<file path="src/rtl/fir_pkg.sv">
// rtl/fir_pkg.sv - shared sizes, coefficient set and FSM encoding for fir_decim
package fir_pkg;
  localparam int NTAPS  = 27;
  localparam int PW     = $clog2(NTAPS);
  localparam int DW_DEF = 16;
  localparam int AW_DEF = 40;
  localparam int CW     = 16;

  typedef logic [1:0] fir_state_t;
  localparam fir_state_t ST_IDLE = 2'd0;
  localparam fir_state_t ST_MAC  = 2'd1;
  localparam fir_state_t ST_OUT  = 2'd2;

  // Symmetric Q15 low-pass: only taps 0..13 are stored, the rest mirror around tap 13
  function automatic logic signed [CW-1:0] coef(input logic [PW-1:0] k);
    logic [PW-1:0] m;
    m = (k > PW'(13)) ? PW'(26) - k : k;
    case (m)
      5'd0:    coef = -16'sd255;
      5'd1:    coef = -16'sd260;
      5'd2:    coef = -16'sd312;
      5'd3:    coef = -16'sd288;
      5'd4:    coef = -16'sd144;
      5'd5:    coef = 16'sd153;
      5'd6:    coef = 16'sd616;
      5'd7:    coef = 16'sd1233;
      5'd8:    coef = 16'sd1963;
      5'd9:    coef = 16'sd2739;
      5'd10:   coef = 16'sd3474;
      5'd11:   coef = 16'sd4081;
      5'd12:   coef = 16'sd4481;
      default: coef = 16'sd4620;
    endcase
  endfunction
endpackage

</file>
<file path="src/rtl/fir_decim_if.sv">
// rtl/fir_decim_if.sv - input and output sample handshakes of fir_decim
interface fir_decim_if import fir_pkg::*; #(parameter int DW = DW_DEF);
  logic                 in_valid;
  logic                 in_ready;
  logic signed [DW-1:0] in_data;
  logic                 out_valid;
  logic                 out_ready;
  logic signed [DW-1:0] out_data;
  logic                 out_sat;

  modport slave (
    input  in_valid, in_data, out_ready,
    output in_ready, out_valid, out_data, out_sat
  );

  modport master (
    output in_valid, in_data, out_ready,
    input  in_ready, out_valid, out_data, out_sat
  );
endinterface

</file>
<file path="src/rtl/fir_sample_ring.sv">
// rtl/fir_sample_ring.sv - NTAPS-deep sample history with newest-relative read
module fir_sample_ring import fir_pkg::*; #(
  parameter int DW = DW_DEF
) (
  input  logic                 clk,
  input  logic                 clr_n,
  input  logic                 wr_en,
  input  logic signed [DW-1:0] wr_data,
  input  logic [PW-1:0]        rd_k,
  output logic signed [DW-1:0] rd_data
);
  localparam int SW = PW + 1;

  logic signed [DW-1:0] ring [NTAPS];
  logic [PW-1:0]        wr_ptr;
  logic [SW-1:0]        rd_sum;
  logic [PW-1:0]        rd_idx;

  // Newest sample sits just behind wr_ptr; adding NTAPS-1 keeps the sum non-negative
  always_comb begin
    rd_sum = {1'b0, wr_ptr} + SW'(NTAPS - 1) - {1'b0, rd_k};
    rd_idx = (rd_sum >= SW'(NTAPS)) ? PW'(rd_sum - SW'(NTAPS)) : rd_sum[PW-1:0];
  end

  assign rd_data = ring[rd_idx];

  always_ff @(posedge clk) begin
    if (!clr_n) begin
      for (int i = 0; i < NTAPS; i++) ring[i] <= '0;
      wr_ptr <= '0;
    end else if (wr_en) begin
      ring[wr_ptr] <= wr_data;
      wr_ptr       <= (wr_ptr == PW'(NTAPS - 1)) ? '0 : wr_ptr + PW'(1);
    end
  end
endmodule

</file>
<file path="src/rtl/fir_decim.sv">
// rtl/fir_decim.sv - decimating 27-tap FIR with one time-multiplexed MAC
module fir_decim import fir_pkg::*; #(
  parameter int DECIM = 4,
  parameter int DW    = DW_DEF,
  parameter int AW    = AW_DEF,
  parameter int SHIFT = 15
) (
  input  logic       clk,
  input  logic       rst_n,
  fir_decim_if.slave bus
);
  localparam logic signed [AW-1:0] RND  = {{(AW-SHIFT){1'b0}}, 1'b1, {(SHIFT-1){1'b0}}};
  localparam logic signed [AW-1:0] MAXV = {{(AW-DW+1){1'b0}}, {(DW-1){1'b1}}};
  localparam logic signed [AW-1:0] MINV = {{(AW-DW+1){1'b1}}, {(DW-1){1'b0}}};
  localparam logic signed [DW-1:0] MAX_OUT = {1'b0, {(DW-1){1'b1}}};
  localparam logic signed [DW-1:0] MIN_OUT = {1'b1, {(DW-1){1'b0}}};

  fir_state_t           state;
  logic [3:0]           phase;
  logic [PW-1:0]        k;
  logic [PW-1:0]        rd_k;
  logic                 accept;
  logic signed [DW-1:0] x_rd;
  logic signed [AW-1:0] c_ext, x_ext, prod, prod_q, acc;
  logic signed [AW-1:0] acc_sum, rnd, shifted;
  logic                 sat_hi, sat_lo;
  logic signed [DW-1:0] out_data_q;
  logic                 out_sat_q;

  assign accept = bus.in_valid && (state == ST_IDLE);
  assign rd_k   = (k < PW'(NTAPS)) ? k : '0;

  fir_sample_ring #(.DW(DW)) u_ring (
    .clk     (clk),
    .clr_n   (rst_n),
    .wr_en   (accept),
    .wr_data (bus.in_data),
    .rd_k    (rd_k),
    .rd_data (x_rd)
  );

  // Product is registered, so the accumulator trails tap k by one cycle and the
  // final tap is folded in combinationally when the result is captured.
  always_comb begin
    c_ext   = AW'(coef(rd_k));
    x_ext   = AW'(x_rd);
    prod    = c_ext * x_ext;
    acc_sum = acc + prod_q;
    rnd     = acc_sum + RND;
    shifted = rnd >>> SHIFT;
    sat_hi  = shifted > MAXV;
    sat_lo  = shifted < MINV;
  end

  always_ff @(posedge clk) begin
    if (!rst_n) begin
      state      <= ST_IDLE;
      phase      <= '0;
      k          <= '0;
      acc        <= '0;
      prod_q     <= '0;
      out_data_q <= '0;
      out_sat_q  <= 1'b0;
    end else begin
      case (state)
        ST_IDLE: begin
          if (accept) begin
            if (phase == 4'(DECIM - 1)) begin
              phase <= '0;
              acc   <= '0;
              k     <= '0;
              state <= ST_MAC;
            end else begin
              phase <= phase + 4'd1;
            end
          end
        end
        ST_MAC: begin
          if (k != '0) acc <= acc_sum;
          if (k == PW'(NTAPS)) begin
            out_data_q <= sat_hi ? MAX_OUT : (sat_lo ? MIN_OUT : shifted[DW-1:0]);
            out_sat_q  <= sat_hi || sat_lo;
            state      <= ST_OUT;
          end else begin
            prod_q <= prod;
            k      <= k + PW'(1);
          end
        end
        ST_OUT: begin
          if (bus.out_ready) state <= ST_IDLE;
        end
        default: state <= ST_IDLE;
      endcase
    end
  end

  assign bus.in_ready  = (state == ST_IDLE);
  assign bus.out_valid = (state == ST_OUT);
  assign bus.out_data  = out_data_q;
  assign bus.out_sat   = out_sat_q;
endmodule

</file>
<file path="src/flat_wrapper.sv">
// flat-port wrapper written by rule: the top's interface ports become plain ports
module fir_decim_flat import fir_pkg::*;
#(
  parameter int DECIM = 4,
  parameter int DW    = DW_DEF,
  parameter int AW    = AW_DEF,
  parameter int SHIFT = 15
)
  (clk, rst_n, bus_in_valid, bus_in_data, bus_out_ready, bus_in_ready, bus_out_valid, bus_out_data, bus_out_sat);
  fir_decim_if #(.DW(DW)) bus_i ();
  input  logic clk;
  input  logic rst_n;
  input wire logic [$bits(bus_i.in_valid)-1:0] bus_in_valid;
  input wire logic [$bits(bus_i.in_data)-1:0] bus_in_data;
  input wire logic [$bits(bus_i.out_ready)-1:0] bus_out_ready;
  output wire logic [$bits(bus_i.in_ready)-1:0] bus_in_ready;
  output wire logic [$bits(bus_i.out_valid)-1:0] bus_out_valid;
  output wire logic [$bits(bus_i.out_data)-1:0] bus_out_data;
  output wire logic [$bits(bus_i.out_sat)-1:0] bus_out_sat;
  assign bus_i.in_valid = bus_in_valid;
  assign bus_i.in_data = bus_in_data;
  assign bus_i.out_ready = bus_out_ready;
  assign bus_in_ready = bus_i.in_ready;
  assign bus_out_valid = bus_i.out_valid;
  assign bus_out_data = bus_i.out_data;
  assign bus_out_sat = bus_i.out_sat;
  fir_decim #(.DECIM(DECIM), .DW(DW), .AW(AW), .SHIFT(SHIFT)) u_core (.clk(clk), .rst_n(rst_n), .bus(bus_i));
endmodule
</file>
<file path="config.mk">
export PLATFORM = sky130hd
export DESIGN_NAME = fir_decim_flat
export DESIGN_NICKNAME = d
export VERILOG_FILES = /design/src/rtl/fir_pkg.sv /design/src/rtl/fir_decim_if.sv /design/src/rtl/fir_sample_ring.sv /design/src/rtl/fir_decim.sv /design/src/flat_wrapper.sv
export SDC_FILE = /design/constraint.sdc
export NUM_CORES = 2
export LEC_CHECK = 0
export ABC_AREA = 1
export BUFFER_PORTS_ARGS = -buffer_cell sky130_fd_sc_hd__buf_2
export CAP_MARGIN = 30
export CORE_ASPECT_RATIO = 1.2
export CORE_MARGIN = 2
export CORE_UTILIZATION = 50
export CTS_CLUSTER_SIZE = 30
export DETAILED_ROUTE_END_ITERATION = 10
export PLACE_DENSITY = 0.78
export SKIP_CTS_REPAIR_TIMING = 1
export SLEW_MARGIN = 5
export SYNTH_ARGS = -nofsm -noshare
export SYNTH_HDL_FRONTEND = slang
export SYNTH_SLANG_ARGS = --single-unit
export TNS_END_PERCENT = 50
</file>
<file path="constraint.sdc">
create_clock -name clk -period 8.91 [get_ports clk]
set_input_delay 2.2275 -clock clk [delete_from_list [all_inputs] [get_ports clk]]
set_output_delay 2.2275 -clock clk [all_outputs]
set_load 0.02 [all_outputs]
</file>
Word-level counts from Yosys, hierarchy flattened
Memories as Yosys holds them, arrays and structs flattened. Cells that the tools add are included.

$add $sub $neg: 9. Multipliers: 1. Div/mod/pow operators: 0. $lt $le $gt $ge: 5. Eq/ne operators: 11. Shift-type cells: 0. Multiplexer cells: 28. Bitwise operators: 1. Reduce and logical (&&, ||, !) cells: 12.

Operators by type and width (number): 2-to-1 mux 40 bit (3); case mux 40 bit (2 select lines) (1); 2-to-1 mux 16 bit (4); adder 40 x 16 -> 40 bit, second input constant (1); adder 40 bit (1); 2-to-1 mux 5 bit (8); multiplier 16 x 16 -> 32 bit (1); greater-than comparator 25 x 16 -> 1 bit, second input constant (1); < comparator 25 x 16 -> 1 bit, second input constant (1); OR reduction 16 bit (1); AND reduction 4 bit (3); adder 5 x 1 -> 5 bit, second input constant (2); == test 5 bit, second input constant (2); case mux 5 bit (2 select lines) (1); 2-to-1 mux 2 bit (4); != test 2 x 1 -> 1 bit, second input constant (4); adder 5 x 5 -> 6 bit, second input constant (1); greater-or-equal comparator 6 x 5 -> 1 bit, second input constant (1); case mux 2 bit (3 select lines) (1); AND reduction 2 bit (3); subtractor 6 x 5 -> 6 bit (1); greater-than comparator 5 x 4 -> 1 bit, second input constant (1); < comparator 5 bit, second input constant (1); 2-to-1 mux 1 bit (5); other kinds (14) (15).

Register bits: 113. Latch bits: 0. RAM bits: 432. ROM bits: 256. Output and inout bits: 19. Memories kept: 2.

Memories: u_core.u_ring.ring (words 27, width 16, rd ports 1, clocked after memory_dff 0, write ports 27, line fir_sample_ring.sv:14) `logic signed [DW-1:0] ring [NTAPS];`; (no name shown) (words 16, width 16, rd ports 1, clocked after memory_dff 0, write ports 0, line fir_pkg.sv:18) `case (m)`.

Longest topological paths before layout
Depth in word-level cells: 7. Depth in mapped cells: 56. Depth with buffers taken out: 52.

Cells and area by module
From an unflattened synthesis, not the netlist that was laid out.

Cell total of the unflattened synthesis: 5479. Area total of the unflattened synthesis: 43360.3 µm².

Modules (own cells, without submodules): fir_sample_ring (instances 1, cells an instance 2873, area an instance 25553.3 µm²); fir_decim (instances 1, cells an instance 2606, area an instance 17807.1 µm²).

Worst setup path before layout
OpenSTA, ideal clock, no wires.

Kind: reg-to-reg. Start: reg u_core.k[3]. End: reg u_core.prod_q[29]. Library setup time: 0.115 ns. Data arrival time: 9.054 ns. Path slack: -0.259 ns. Stages on the path, launching flop included: 51. Buffers on the path: 4. Clock period less this slack: 9.169 ns. Cell sequence: dfxtp_1 -> nand2_1 -> inv_1 -> nand2_1 -> inv_2 -> nor2_2 -> ha_1 -> inv_1 -> ha_1 -> fa_1 -> inv_1 -> a21oi_1 -> nand2_2 -> nand2_4 -> nand2_2 -> nand2_4 -> inv_2 -> buf_6 -> [15 not listed] -> fa_1 -> fa_1 -> fa_1 -> inv_1 -> fa_1 -> inv_1 -> ha_1 -> a21oi_1 -> inv_1 -> a31oi_1 -> a21boi_0 -> o21ai_0 -> a21boi_0 -> o21ai_0 -> nand2_1 -> nand2_1 -> o21ai_0 -> inv_1.

Word-level cells in the longest chain between the ends: 7.

RTL lines: start, declared (line fir_decim.sv:20) `logic [PW-1:0] k;`; start signal, assigned (line fir_decim.sv:86) `k <= k + PW'(1);`; < comparator 5 bit (line fir_decim.sv:31) `assign rd_k = (k < PW'(NTAPS)) ? k : '0;`; 2-to-1 mux 5 bit (line fir_decim.sv:31); subtractor 6 x 5 -> 6 bit (tied with other cells) (line fir_sample_ring.sv:21) `rd_sum = {1'b0, wr_ptr} + SW'(NTAPS - 1) - {1'b0, rd_k};`; subtractor 5 bit (tied with other cells) (line fir_sample_ring.sv:22) `rd_idx = (rd_sum >= SW'(NTAPS)) ? PW'(rd_sum - SW'(NTAPS)) : rd_sum[PW-1:0];`; 2-to-1 mux 5 bit / memory read (16 x 16 bit) (equally long branches); memory read (27 x 16 bit) / 2-to-1 mux 16 bit (equally long branches); multiplier 16 x 16 -> 32 bit (line fir_decim.sv:47) `prod = c_ext * x_ext;`; end signal, assigned (line fir_decim.sv:85) `prod_q <= prod;`; end, declared (line fir_decim.sv:24) `logic signed [AW-1:0] c_ext, x_ext, prod, prod_q, acc;`.

Several ways; a longest one is shown, not always the timed one. A chain may end at the register's enable or synchronous reset.

Worst setup path after layout
Start: reg u_core.k[0]. End: reg u_core.prod_q[30].

The elaborated chain is that of the path after synthesis.

==> reports/metrics.yaml <==
logic_synthesis:
  synth_area_um2: 40500
  synth.distinct_cells: 60
  synth_warnings: 0
  synth_seq_area_share_pct: 43.2
  synth_enable_flop_cells: 512
  ys_async_sr_fraction_pct: 0
  synth-main-ff-cell: "edfxtp_1"
  syn_avg_cell_area_um2: 8.66
  synth_cells: 4678
  synth_fp_nets: 5091
  synth_seq_cells: 617
sta:
  fmax_mhz: 110
  period_share_pct: 102
  setup_viol: 10
  rsz0062_at_grt: "yes"
  skew_ns: 0.0448
  worst_pin_slew_ns: 1.02
  finalHoldViolations: 0
  layout_setup_ws_ns: -0.201
  drv_slew: 0
  max_slew_margin_pct: 31.3
  layout_min_cycle_time_ns: 9.11
worst_setup_path:
  worstSetupStartpoint: "u_core.k[0]"
  end_kind: "register"
  reg2reg_from: "u_core.k[0]"
  r2r-end: "u_core.prod_q[30]"
  worst_path_most_repeated_cell: "nand2_2"
  ff2ff_path_depth: 51
  crit_path_start_kind: "register"
  cp_slowest_stage_delay_ns: 0.56
  worst-endpoint-arrival_ns: 9.66
  crit_path_top_delay_cell: "fa_1"
  cp_max_fo: 12
  worstSetupPathType: "reg2reg"
  cp-endpoint: "u_core.prod_q[30]"
  r2r_slack_ns: -0.20
  required_ns: 9.45
cells_and_area:
  layout-drive-gt1-share_pct: 18.5
  final_core_util_pct: 60.4
  nFillCells: 6409
  final_cell_mix: "nor2_1 (952), nand2_1 (757), inv_1 (530), edfxtp_1 (512), buf_4 (286)"
  synthToLayoutAreaGrowth_pct: 20.0
  fin_nets: 5371
  final-seq-area_um2: 17500
  finalNonFillerCells: 6056
  multiInputGateArea_um2: 20900
  layout_commonest_cell: "nor2_1"
routing:
  routed.top_layer: "met5"
  wl_mm: 127
  wl_met3_mm: 11.1
  wl_met2_mm: 62.4
  routed-via-count: 35000
  post-route-drc-count: 0
  vias_per_cell: 5.78
  wl_met1_mm: 43.7
  drt-initial-drc-count: 3931
  first_pass_iters: 6
  wl_per_cell_um: 20.9
  ant_nets: 0
cts:
  cts.path.max_buffers: 3
  path_clk_slew_ns: 0.06
  cts_htree_levels: 3
  cts_tree: "yes"
  numCtsBuffers: 67
  cts_root_buf: "clkbuf_16"
  insertion_delay_ns: 0.66
  cts.sinks: 617
die:
  dieArea_um2: 83300
  die_h_um: 316
  die_w_um: 264
  start_util_pct: 50.3
  rows: 114
  coreArea_um2: 80400
  io_pins: 39
placement:
  place_inst: 5866
  dpl_worst_slack_ns: -0.562
  io_buffers: 38
  gp_congestion: 0.980
  post-dp-hpwl_mm: 85.1
global_route:
  antenna_found_initial: 3
  grt.overflow.total: 0
  grt_usage_pct: 27.8
  grt_pass1_wl_mm: 181
  grt_max_degree: 69
  grt_pass1_vias: 33800
job:
  maxCapViolCount: 0
hold_path:
  hold_class: "reg2reg"
outcome:
  status: "finished, violations left"
  violations: "setup timing"
==> cell usage after synthesis, drive strengths merged, types with 19 or more instances <==
cell type	number	area share [%]
xor2	36	0.84
o211ai	28	0.52
buf	48	0.75
o21ai	344	4.3
edfxtp	512	38
ha	147	4.5
fa	246	12
nor2	1029	10
nand2	858	8.4
nand3	149	2.0
nor3	22	0.27
a21oi	150	2.0
inv	607	5.6
o22a	31	0.67
nand4	26	0.42
xnor2	19	0.41
o22ai	85	1.3
clkbuf	161	1.5
clkinv	24	0.22
dfxtp	105	5.2
==> routing by layer <==
metal	vias to the layer above	track usage, %
met2	2028	49.0
met5	-	0
li1	15700	-
met4	2	17.6
met1	16700	31.7
met3	588	4.60
==> worst min path at each step <==
stage | from | endpoint | slack [ns] | cells after the start
floorplan | u_core.acc[0] | u_core.acc[0] | 0.45 | 2
detailed placement | u_core.bus.out_data[15] | u_core.bus.out_data[15] | 0.46 | 2
global placement | u_core.bus.out_data[15] | u_core.bus.out_data[15] | 0.45 | 2
CTS | u_core.bus.out_data[15] | u_core.bus.out_data[15] | 0.47 | 2
finish | u_core.bus.out_data[15] | u_core.bus.out_data[15] | 0.47 | 2
global route | u_core.acc[21] | u_core.acc[21] | 0.48 | 2
==> worst max-delay path: cells and delay by family, from the launching register on <==
family          cells  cell delay (ns)
fa+ha+maj          10             4.26
xor+xnor            1             0.09
buf+inv            15             1.40
flops               1             0.32
simple gates       14             1.37
compound gates     11             1.57
==> registers in the layout, summed over array words and instances (netlist names) <==
register / cells
u_core.u_ring.ring: 512
u_core.acc: 40
u_core.prod_q: 32
u_core.bus.out_data: 16
u_core.k: 5
u_core.u_ring.wr_ptr: 5
u_core.phase: 4
u_core.state: 2
u_core.bus.out_sat: 1
==> area by class of cell <==
type	count	area share (%)
Clock buffer	80	3.55
Timing Repair Buffer	421	8.85
Clock inverter	40	1.02
Antenna cell	3	0.0154
Tap cell	1044	2.69
Multi-Input combinational cell	3220	42.9
Sequential cell	617	36.0
Inverter	631	4.97
==> through the flow <==
step           TNS (ns)  hold WS (ns)  cell area (um^2)
2_1_floorplan         0         0.445             40500
3_3_place_gp      -3.53         0.452             43700
3_5_place_dp      -6.15         0.459             44100
4_1_cts           -6.42         0.468             46300
5_1_grt           -6.36         0.485             48600
6_report         -0.645         0.468             48600
==> logic make-up after synthesis <==
kind of cell,synth area share (%)
AOI/OAI and AO/OA,9.41
xor gates and xnor gates,1.25
adders and majority gates,16.7
buffers and inverters,8.14
DFF,43.2
and+or+nand+nor,21.3
Power is left out: the tool's default activity adds up to more than one toggle a clock period on the data nets, which glitch-free logic cannot reach.
